[src/rtl/game_state_fsm.sv]
// game_state_fsm: top-level sequencer for two-player battleship.
// Walks idle -> ship placement (P1, P2) -> alternating firing turns -> game over,
// counting placed ships and hits per player and declaring the winner.
// Optional feature: define TURN_TIMEOUT_EN to pass a turn (as a miss) to the other
// player once TURN_TIMEOUT_CYCLES cycles go by without a shot.
module game_state_fsm #(
    parameter int SHIPS_PER_PLAYER    = 5,
    parameter int HITS_TO_WIN         = 17,
    parameter int TURN_TIMEOUT_CYCLES = 100000000
) (
    input  logic                                   clk,
    input  logic                                   reset,
    input  logic                                   start,
    input  logic                                   place_done,
    input  logic                                   fire_valid,
    input  logic                                   fire_hit,
    output logic [2:0]                             state,
    output logic [1:0]                             winner,
    output logic [$clog2(HITS_TO_WIN+1)-1:0]       p1_hits,
    output logic [$clog2(HITS_TO_WIN+1)-1:0]       p2_hits,
    output logic [$clog2(SHIPS_PER_PLAYER+1)-1:0]  ships_placed,
    output logic                                   turn_pulse,
    output logic                                   timeout_pulse
);

    localparam int HW = $clog2(HITS_TO_WIN + 1);
    localparam int SW = $clog2(SHIPS_PER_PLAYER + 1);

    localparam logic [HW-1:0] HITS_LIM  = HW'(HITS_TO_WIN);
    localparam logic [SW-1:0] SHIPS_LIM = SW'(SHIPS_PER_PLAYER);

    // Elaboration-time guard: every limit must be at least one.
    if (SHIPS_PER_PLAYER < 1 || HITS_TO_WIN < 1 || TURN_TIMEOUT_CYCLES < 1) begin : g_bad_params
        $error("game_state_fsm: SHIPS_PER_PLAYER, HITS_TO_WIN and TURN_TIMEOUT_CYCLES must be >= 1");
    end

    // Encoding is visible on the state bus, so the values are fixed.
    typedef enum logic [2:0] {
        IDLE      = 3'd0,
        P1_PLACE  = 3'd1,
        P2_PLACE  = 3'd2,
        P1_TURN   = 3'd3,
        P2_TURN   = 3'd4,
        GAME_OVER = 3'd5
    } state_t;

    state_t          state_q, state_d;
    logic [1:0]      winner_q, winner_d;
    logic [HW-1:0]   p1_q, p1_d;
    logic [HW-1:0]   p2_q, p2_d;
    logic [SW-1:0]   ships_q, ships_d;
    logic            turn_pulse_q;
    logic            timeout_q, timeout_d;
    logic            expired;

`ifdef TURN_TIMEOUT_EN
    localparam int TW = (TURN_TIMEOUT_CYCLES > 1) ? $clog2(TURN_TIMEOUT_CYCLES) : 1;
    localparam logic [TW-1:0] TIMER_LAST = TW'(TURN_TIMEOUT_CYCLES - 1);

    logic [TW-1:0] timer_q, timer_d;
    logic          in_turn;

    assign in_turn = (state_q == P1_TURN) || (state_q == P2_TURN);
    assign expired = in_turn && (timer_q == TIMER_LAST);

    // Turn timer: restarts on every state change or shot, idles at 0 outside turns.
    always_comb begin
        timer_d = timer_q;
        if (!in_turn || fire_valid || (state_d != state_q)) begin
            timer_d = '0;
        end else if (timer_q != TIMER_LAST) begin
            timer_d = timer_q + TW'(1);
        end
    end

    // Turn timer register.
    always_ff @(posedge clk or posedge reset) begin
        if (reset) begin
            timer_q <= '0;
        end else begin
            timer_q <= timer_d;
        end
    end
`else
    assign expired = 1'b0;
`endif

    // Next-state and next-counter logic.
    // NOTE: every variable gets a default before the case, so no path leaves one unassigned and no latch is inferred.
    always_comb begin
        state_d   = state_q;
        winner_d  = winner_q;
        p1_d      = p1_q;
        p2_d      = p2_q;
        ships_d   = ships_q;
        timeout_d = 1'b0;

        case (state_q)
            IDLE: begin
                if (start) begin
                    state_d  = P1_PLACE;
                    winner_d = 2'd0;
                    p1_d     = '0;
                    p2_d     = '0;
                    ships_d  = '0;
                end
            end

            P1_PLACE, P2_PLACE: begin
                if (place_done) begin
                    if (ships_q + SW'(1) == SHIPS_LIM) begin
                        ships_d = '0;
                        state_d = (state_q == P1_PLACE) ? P2_PLACE : P1_TURN;
                    end else if (ships_q < SHIPS_LIM) begin
                        ships_d = ships_q + SW'(1);
                    end
                end
            end

            P1_TURN: begin
                if (fire_valid) begin
                    if (fire_hit && (p1_q < HITS_LIM)) begin
                        p1_d = p1_q + HW'(1);
                    end
                    if (fire_hit && (p1_d == HITS_LIM)) begin
                        state_d  = GAME_OVER;
                        winner_d = 2'd1;
                    end else begin
                        state_d = P2_TURN;
                    end
                end else if (expired) begin
                    state_d   = P2_TURN;
                    timeout_d = 1'b1;
                end
            end

            P2_TURN: begin
                if (fire_valid) begin
                    if (fire_hit && (p2_q < HITS_LIM)) begin
                        p2_d = p2_q + HW'(1);
                    end
                    if (fire_hit && (p2_d == HITS_LIM)) begin
                        state_d  = GAME_OVER;
                        winner_d = 2'd2;
                    end else begin
                        state_d = P1_TURN;
                    end
                end else if (expired) begin
                    state_d   = P1_TURN;
                    timeout_d = 1'b1;
                end
            end

            GAME_OVER: begin
                if (start) begin
                    state_d = IDLE;
                end
            end

            // Codes 6 and 7 recover to IDLE on the next clock.
            default: state_d = IDLE;
        endcase
    end

    // State, counter and pulse registers; every output comes straight from here.
    // NOTE: non-blocking assignments so all registers update from the same pre-edge values.
    always_ff @(posedge clk or posedge reset) begin
        if (reset) begin
            state_q      <= IDLE;
            winner_q     <= 2'd0;
            p1_q         <= '0;
            p2_q         <= '0;
            ships_q      <= '0;
            turn_pulse_q <= 1'b0;
            timeout_q    <= 1'b0;
        end else begin
            state_q      <= state_d;
            winner_q     <= winner_d;
            p1_q         <= p1_d;
            p2_q         <= p2_d;
            ships_q      <= ships_d;
            turn_pulse_q <= (state_d != state_q);
            timeout_q    <= timeout_d;
        end
    end

    assign state         = state_q;
    assign winner        = winner_q;
    assign p1_hits       = p1_q;
    assign p2_hits       = p2_q;
    assign ships_placed  = ships_q;
    assign turn_pulse    = turn_pulse_q;
    assign timeout_pulse = timeout_q;

endmodule
[config.mk]
export PLATFORM = sky130hd
export DESIGN_NAME = game_state_fsm
export DESIGN_NICKNAME = d
export VERILOG_FILES = /design/src/rtl/game_state_fsm.sv
export SDC_FILE = /design/constraint.sdc
export NUM_CORES = 1
export LEC_CHECK = 0
export BUFFER_PORTS_ARGS = -buffer_cell sky130_fd_sc_hd__buf_2
export CAP_MARGIN = 15
export CORE_ASPECT_RATIO = 1.75
export CORE_MARGIN = 1.5
export CORE_UTILIZATION = 45
export CTS_CLUSTER_SIZE = 25
export DETAILED_ROUTE_END_ITERATION = 12
export HOLD_SLACK_MARGIN = 0.1
export PLACE_DENSITY_LB_ADDON = 0.12
export SETUP_SLACK_MARGIN = 0.05
export SLEW_MARGIN = 15
export SYNTH_ARGS = -nofsm -noshare
export SYNTH_HDL_FRONTEND = slang
export SYNTH_SLANG_ARGS = --single-unit
[constraint.sdc]
create_clock -name clk -period 3.3 [get_ports clk]
set_input_delay 0.33 -clock clk [delete_from_list [all_inputs] [get_ports clk]]
set_output_delay 0.33 -clock clk [all_outputs]
set_load 0.005 [all_outputs]
After elaboration in Yosys (flattened, before gate mapping)

Index checks and enable logic that the tools add are counted.
W data, S select, Z words.

Reduce and logical (&&, ||, !) cells: 14
$add $sub $neg: 3
$mul: 0
Shift operators: 0
$lt $le $gt $ge: 3
Multiplexer cells: 32
Divide/modulo/power cells: 0
Bitwise logic cells: 0
Equal/unequal tests: 16

Operators with widths:

| kind                  | count |
|---|---|
| $mux W5               | 9 |
| $mux W3               | 11 |
| $pmux W5 S2           | 2 |
| $pmux W3 S5           | 1 |
| $ne A2 B2 Y1 const B  | 6 |
| $add A5 B1 Y5 const B | 2 |
| $eq A5 B5 Y1 const B  | 2 |
| $lt A5 B5 Y1 const B  | 2 |
| $mux W2               | 5 |
| $eq A3 B3 Y1 const B  | 3 |
| $eq A3 B2 Y1 const B  | 2 |
| $pmux W2 S3           | 1 |
| $pmux W3 S2           | 1 |
| $reduce_and A3 Y1     | 2 |
| $reduce_and A6 Y1     | 1 |
| $reduce_bool A2 Y1    | 3 |
| $logic_and A1 B1 Y1   | 4 |
| $reduce_and A4 Y1     | 1 |
| $add A3 B1 Y3 const B | 1 |
| $eq A3 B1 Y1 const B  | 1 |
| $logic_not A3 Y1      | 1 |
| $lt A3 B3 Y1 const B  | 1 |
| $ne A3 B3 Y1          | 1 |
| $ne A3 B3 Y1 const B  | 1 |
| 3 further kinds       | 4 |

Bits of input ports: 6
Output and inout bits: 20
Logic and storage cells: 74
Memories: 0
Latch bits: 0
Memory bits (writable): 0
Bits in read-only memories: 0
Register bits after elaboration: 19

Longest topological paths before layout

Gate-level depths: netlist (run 1).

Word-level depth: 11
Mapped depth: 6
Gate-level depth less buffers: 6

Least setup slack after synthesis (run 1)

Ideal clock, no wire load.

Kind: register to register
Start: register p1_q[0], in the netlist p1_hits[0]
End: register winner_q[1], in the netlist winner[1]
Data required time: 3.206 ns
Buffers on the path: 0
Data arrival time: 1.567 ns
Library setup time: 0.094 ns
Stages on the path, launching flop included: 6
Period minus slack after synthesis: 1.661 ns
Setup slack: 1.639 ns
Path through: dfrtp_1 > ha_1 > nor3b_1 > o31a_1 > o31a_1 > a211oi_1

Cells in the longest elaborated chain, start to end: 9
Elaborated cells on any way between the ends: 10
Classes of those cells: add/sub: 1; order compare: 1; eq/ne: 2; mux: 3; reduce/logical: 3

RTL lines:

| what                                   | RTL line | text |
|---|---|---|
| from (decl)                            | 49       | `logic [HW-1:0] p1_q, p1_d;` |
| from (signal assigned)                 | 179      | `p1_q <= p1_d;` |
| $lt A5 B5 Y1                           | 122      | `if (fire_hit && (p1_q < HITS_LIM)) begin` |
| $logic_and A1 B1 Y1                    | 122      |  |
| $mux W5 (*)                            | 122      |  |
| $mux W5 (*)                            | 121      | `if (fire_valid) begin` |
| $mux W5 (*)                            | 98       | `case (state_q)` |
| $eq A5 B5 Y1 (*)                       | 125      | `if (fire_hit && (p1_d == HITS_LIM)) begin` |
| $logic_and A1 B1 Y1 (*)                | 125      |  |
| $ne A2 B2 Y1 (no source line) (*)      | -        |  |
| $reduce_and A6 Y1 (no source line) (*) | -        |  |
| to (signal assigned)                   | 178      | `winner_q <= winner_d;` |
| to (decl)                              | 48       | `logic [1:0] winner_q, winner_d;` |

Mark *: on every way between the ends. The rest lies on a longest branch, timed or not. The select of a mux whose other input is x is not followed.
A chain may end at the register's enable or synchronous reset.

Worst setup path after layout (run 1)

Start: register p1_q[0], in the netlist p1_hits[0]
End: register turn_pulse_q, in the netlist turn_pulse

Cells in the longest elaborated chain, start to end: 11
Elaborated cells on any way between the ends: 12
Classes of those cells: add/sub: 1; order compare: 1; eq/ne: 2; mux: 6; reduce/logical: 2

RTL lines:

| what                    | RTL line | text |
|---|---|---|
| $lt A5 B5 Y1            | 122      |  |
| $logic_and A1 B1 Y1     | 122      |  |
| $mux W5 (*)             | 122      |  |
| $mux W5 (*)             | 121      |  |
| $mux W5 (*)             | 98       |  |
| $eq A5 B5 Y1 (*)        | 125      |  |
| $logic_and A1 B1 Y1 (*) | 125      |  |
| $mux W1 (*)             | 125      |  |
| $mux W3 (*)             | 121      |  |
| $pmux W3 S5 (*)         | 98       |  |
| $ne A3 B3 Y1 (*)        | 182      | `turn_pulse_q <= (state_d != state_q);` |
| to (signal assigned)    | 182      |  |
| to (decl)               | 52       | `logic turn_pulse_q;` |

Marks and branches as above.

==> results.md, run 1 <==
* Status: complete, no violations
* Sw Pwr at 472 uW
* H-tree depth at 1
* Crit path max fanout at 8
* Post-synth ARST share at 100%
* CTS clk-pin slew, worst paths at 0.07 ns
* Final WL at 3370 microns
* Synthesized area at 1390 sq um
* Hold_buf cts at 0
* PwrDens at 707 nW/um^2
* Sw Ratio at 43.2%
* Largest net degree at the start of global routing at 22
* Hold Violations, Final at 0
* Max-slew violations at 0
* Post-synth EDFFs at 0
* Initial antenna violation count at 0
* CTS tree: yes
* Syn Inst Count at 153
* Rel. slew slack at 50.7%
* Ports at 26
* Synth Register Bits at 19
* First-pass GRT wire length at 5630 microns
* DR DRC count at 0
* WL per Instance at 16.7 microns
* Final HPWL DP at 2510 microns
* PortBufs at 24
* Gr usage total at 21.1%
* Syn-to-layout area delta at 11.6%
* Maxcap violations at 0
* Seq/Total Area, Yosys at 34.3%
* Setup Viol. Count Final at 0
* Synth unique cells at 59
* Max VDD drop at 0.000338 V
* DIE AREA at 3440 sq um
* Final ANT Viol Nets at 0
* Yosys warns at 0
* Total nets after synthesis at 163
* Post-CTS setup buffers at 0
* DR iter-0 viols at 25
* Final Critical Period at 1.84 ns
* Startpoint Class: flip-flop
* Reg2reg path depth at 5
* Fraction of layout cells with a size suffix above 1 at 21.8%
* Req. time, crit path at 3.43 ns
* Root buffer cell: clkbuf_8
* Clock sink count at 19
* Starting density of the core at 47.4%
* Reg power frac at 36.8%
* Site Rows at 26
* Floorplan core area at 2930 sq um
* Share of power burned in combinational logic at 48.0%
* Cell internal pwr at 621 uW
* Clk buf depth at 2
* Clock Power Share at 15.2%
* Nets at 185
* DR pass1 iterations at 4
* Final setup TNS at 0 ns
* Gr ovfl total at 0
* N_diodes at 0
* RSZ-0062 raised after global routing: false
* Vias per std cell at 6.37
* Total power at 1090 uW
* Final period util at 55.8%
* Static leakage at 0.000708 uW
* Worst skew pair latency at 0.26 ns
* Die width at 45.0 microns
* Most frequent cells in the layout: buf_2 (24), dfrtp_1 (19)
* Worst EP arrival at 1.97 ns
* Post-CTS sizing at 0
* Min-delay worst type: in2async
* Fmax at 543 MHz
* Layout Skew at 0.00108 ns
* CP endpoint kind: flip-flop
* Avg Inst Size Synth at 9.06 sq um
* Ys flop type: dfrtp_1
* CTS Buf Count at 3
* Commonest non-fill, non-tap cell in the layout: buf_2
* Die Y at 76.4 microns
* Total number of vias at 1286
* Vias in the first global route at 1208
* Routability Congestion at 0.823
* WS Path Type: reg2reg
* Worst Tran Pin Value at 0.739 ns
metal layers:
layer	part of all wire [%]	up-vias	global-route usage [%]
li1	-	629	-
met1	41	623	24.4
met2	54	28	37.4
met3	2.4	6	2.13
met4	1.9	0	7.94
met5	0	-	0
cell usage after synthesis (all sizes together) (2+ instances only):
cell,instances,area [sq um]
ha,4,50.1
o22ai,2,12.5
nand2,6,22.5
nand2b,4,25.0
and4bb,2,25.0
a41oi,2,17.5
o31ai,4,30.0
clkbuf,2,8.75
a21o,4,30.0
o2bb2ai,2,17.5
a21oi,9,52.6
o31a,2,17.5
buf,5,32.5
o21a,2,15.0
mux2i,4,40.0
nor3b,2,15.0
a211oi,2,20.0
o41ai,3,26.3
nand3b,2,15.0
nand3,3,20.0
or2,2,12.5
and2,3,18.8
o21ai,12,60.1
a31oi,5,37.5
nor2,8,32.5
xnor2,2,17.5
nor3,3,15.0
and4,2,17.5
nor2b,3,18.8
inv,8,30.0
and3,3,20.0
and2b,2,15.0
dfrtp,19,475
final cells by class:
cell class                      count  area, sq um
Fill cell                         285         1380
Multi-Input combinational cell    119          840
Inverter                            8         30.0
Clock buffer                        3         41.3
Timing Repair Buffer               24          120
Tap cell                           28         35.0
Clock inverter                      1         5.00
Sequential cell                    19          475
critical path: stages, from the launching register on:
cell and delay, ns:
dfrtp_1 0.47, ha_1 0.27, nor3b_1 0.15, o31a_1 0.29, nor4_1 0.39, o311ai_1 0.14
final timing paths:
kind	start	end	slack (ns)
max in group asynchronous	reset	p2_hits[0]	2.65
max reg2reg	p1_hits[0]	turn_pulse	1.46
min	reset	winner[0]	0.19
min reg2reg	winner[0]	winner[0]	0.51
max	p1_hits[0]	turn_pulse	1.46
min in group clk	place_done	state[1]	0.45
through the flow:
step	utilization [%]	cells	worst slack (ns)	instance area, sq um	hold WS, ns
2_1_floorplan	-	153	1.64	1390	0.281
3_3_place_gp	51.2	198	1.54	1500	0.486
3_5_place_dp	51.2	198	1.48	1500	0.481
4_1_cts	52.8	202	1.45	1550	0.216
5_1_grt	52.8	202	1.30	1550	0.250
6_report	52.8	202	1.46	1550	0.188
logic make-up after synthesis:
kind of cell / Yosys count / synth area share [%]
and+or+nand+nor: 53 / 24.5
AOI/OAI and AO/OA: 55 / 28.1
other: 1 / 0.270
muxes: 4 / 2.89
buffers and inverters: 15 / 5.14
DFF: 19 / 34.3
adders and majority gates: 4 / 3.61
xor gates and xnor gates: 2 / 1.26
sequential cells by signal, summed over array words and instances (netlist names):
name,count
p1_hits,5
ships_placed,3
p2_hits,5
winner,2
state,3
turn_pulse,1
power groups by stage:
stage / Sequential, uW / Clock (uW) / Combinational, uW
after floorplan: 337 / 0 / 469
after global routing: 420 / 179 / 590
final: 402 / 166 / 525
after detailed placement: 407 / 0 / 525
after CTS: 402 / 170 / 527
after global placement: 401 / 0 / 514
Power figures use the tool's default switching activity.
==> inputs of run 2 (changes only) <==
Clock period 3.3 ns to 1.55 ns, I/O delays scaled along.
==> run 2 against run 1 <==
The run now ends with setup timing left. Worst setup slack lost 1.5 ns. Combinational power grew to 3.7 times the previous value. Flip-flop and latch count is the same. Clock power grew 110%. Critical path type unchanged. Largest cell class unchanged. Largest power group unchanged. Highest routed layer unchanged.
==> results.md, run 2 (synthesis gave the netlist of run 1 again) <==
* PortBufs at 24 (unchanged)
* Final period util at 106% (+50 points)
* Starting density of the core at 47.4% (unchanged)
* Final Critical Period at 1.64 ns (-0.204 ns)
* RSZ-0062 raised after global routing: true
* Clk buf depth at 2 (unchanged)
* FILL cells at 248 (-13%)
* Initial antenna violation count at 0 (unchanged)
* Startpoint Class: flip-flop
* Reg power frac at 24.5% (-12 points)
* Status: finished with violations
* CTS Buf Count at 3 (unchanged)
* Vias in the first global route at 1469 (+22%)
* DR iter-0 viols at 47 (+88%)
* Req. time, crit path at 1.68 ns (-1.75 ns)
* Commonest non-fill, non-tap cell in the layout: buf_4
* First-pass GRT wire length at 6760 microns (+20%)
* Most frequent cells in the layout: buf_4 (30), buf_2 (24), dfrtp_1 (15)
* Cell internal pwr at 1780 uW (+190%)
* Setup Viol. Count Final at 6 (+6)
* Die width at 45.0 microns (unchanged)
* Total number of vias at 1438 (+12%)
* Die Y at 76.4 microns (unchanged)
* H-tree depth at 1 (unchanged)
* Final WL at 4220 microns (+25%)
* Placed cell areas at 1730 sq um (+15%)
* Failing checks: setup timing
* DR pass1 iterations at 4 (unchanged)
* Nets at 218 (+18%)
* Fmax at 611 MHz (+12%)
* PwrDens at 1550 nW/um^2 (+120%)
* Static leakage at 0.000904 uW (+28%)
* Maxcap violations at 0 (unchanged)
* Layout Skew at 0.00119 ns (+0.000115 ns)
* Register area at 480 sq um (+1.1%)
* Final HPWL DP at 3040 microns (+21%)
* Routability Congestion at 0.846 (+2.7%)
* Final ANT Viol Nets at 0 (unchanged)
* Largest net degree at the start of global routing at 12 (-45%)
* Worst EP arrival at 1.76 ns (-0.21 ns)
* WL per Instance at 17.9 microns (+7.7%)
* CP endpoint kind: flip-flop
* DIE AREA at 3440 sq um (unchanged)
* Sw Pwr at 1280 uW (+170%)
* Clock Power Share at 11.4% (-3.8 points)
* N_diodes at 0 (unchanged)
* Final setup margin at -0.0865 ns (-1.55 ns)
* Clock sink count at 19 (unchanged)
* Crit path max fanout at 5 (-3)
* CTS clk-pin slew, worst paths at 0.07 ns (about the same)
* Max-slew violations at 0 (unchanged)
* Root buffer cell: clkbuf_8
* Syn-to-layout area delta at 42.7%
* Worst skew pair latency at 0.26 ns (about the same)
* CTS tree: yes
* Site Rows at 26 (unchanged)
* Hold Violations, Final at 0 (unchanged)
* Max VDD drop at 0.000962 V (+180%)
* Min-delay worst type: in2reg
* Gr ovfl total at 0 (unchanged)
* Pre-CTS setup slack at -0.100 ns (-1.58 ns)
* Design Area, Final at 1980 sq um (+28%)
* Share of power burned in combinational logic at 64.0% (+16 points)
* Sw Ratio at 42.0% (-1.2 points)
* Fraction of layout cells with a size suffix above 1 at 47.3% (+26 points)
* Multi-input gate area at 1010 sq um (+20%)
* DR DRC count at 0 (unchanged)
* Ports at 26 (unchanged)
* Floorplan core area at 2930 sq um (unchanged)
* WS Path Type: reg2reg
* Vias per std cell at 6.12 (-3.9%)
* Gr usage total at 25.9% (+4.8 points)
## run 2: metrics by stage
stage               TNS (ns)  hold WS [ns]  util (%)  total power, uW  cells
floorplan            -0.0269         0.106         -             1760    153
global route          -0.928         0.302      67.6             3260    235
finish                -0.293         0.297      67.6             3060    235
detailed placement    -0.405         0.151      59.0             2330    224
global placement      -0.133         0.136      59.0             2290    224
CTS                   -0.135         0.274      64.2             2830    233
## run 2: what timing repair did
action / in CTS / in global routing
pin swaps: 12 / 12
hold buffers: 1 / 0
endpoints found under the hold margin: 8 / 0
endpoints found under the setup margin: 11 / 16
buffers inserted: 4 / 2
resized for setup: 13 / 18
## run 2: power groups by stage
| stage | Combinational, uW | Clock [uW] | Sequential [uW] |
|---|---|---|---|
| 2_1_floorplan | 1030 | 0 | 730 |
| 3_3_place_gp | 1570 | 0 | 723 |
| 3_5_place_dp | 1600 | 0 | 731 |
| 4_1_cts | 1730 | 364 | 741 |
| 5_1_grt | 2120 | 381 | 759 |
| 6_report | 1960 | 350 | 750 |
## run 2: layout make-up
class | instances | share of cell area (%)
Tap cell | 28 | 1.77
Timing Repair Buffer | 57 | 19.1
Clock inverter | 1 | 0.253
Sequential cell | 19 | 24.3
Clock buffer | 3 | 2.09
Multi-Input combinational cell | 119 | 51.0
Inverter | 8 | 1.52
## run 2: final timing paths
check,start,endpoint,slack [ns],cells after the start
max,ships_placed[0],turn_pulse,-0.09,6
min,fire_hit,p2_hits[3],0.30,3
max reg2reg,ships_placed[0],turn_pulse,-0.09,6
min reg2reg,winner[0],winner[0],0.53,1
max in group asynchronous,reset,ships_placed[0],0.64,4
min in group asynchronous,reset,p1_hits[2],0.41,3
## run 2: routing by layer
layer	part of all wire [%]	track usage [%]
met5	0	0
met4	2.8	10.3
met3	2.2	2.61
met2	59	48.1
met1	36	27.5
## run 2: critical path, stage by stage (launching register included)
cell	delay, ns
dfrtp_2	0.45
inv_2	0.09
ha_4	0.15
nand2_2	0.07
o311a_1	0.37
a211oi_2	0.24
o311ai_1	0.14
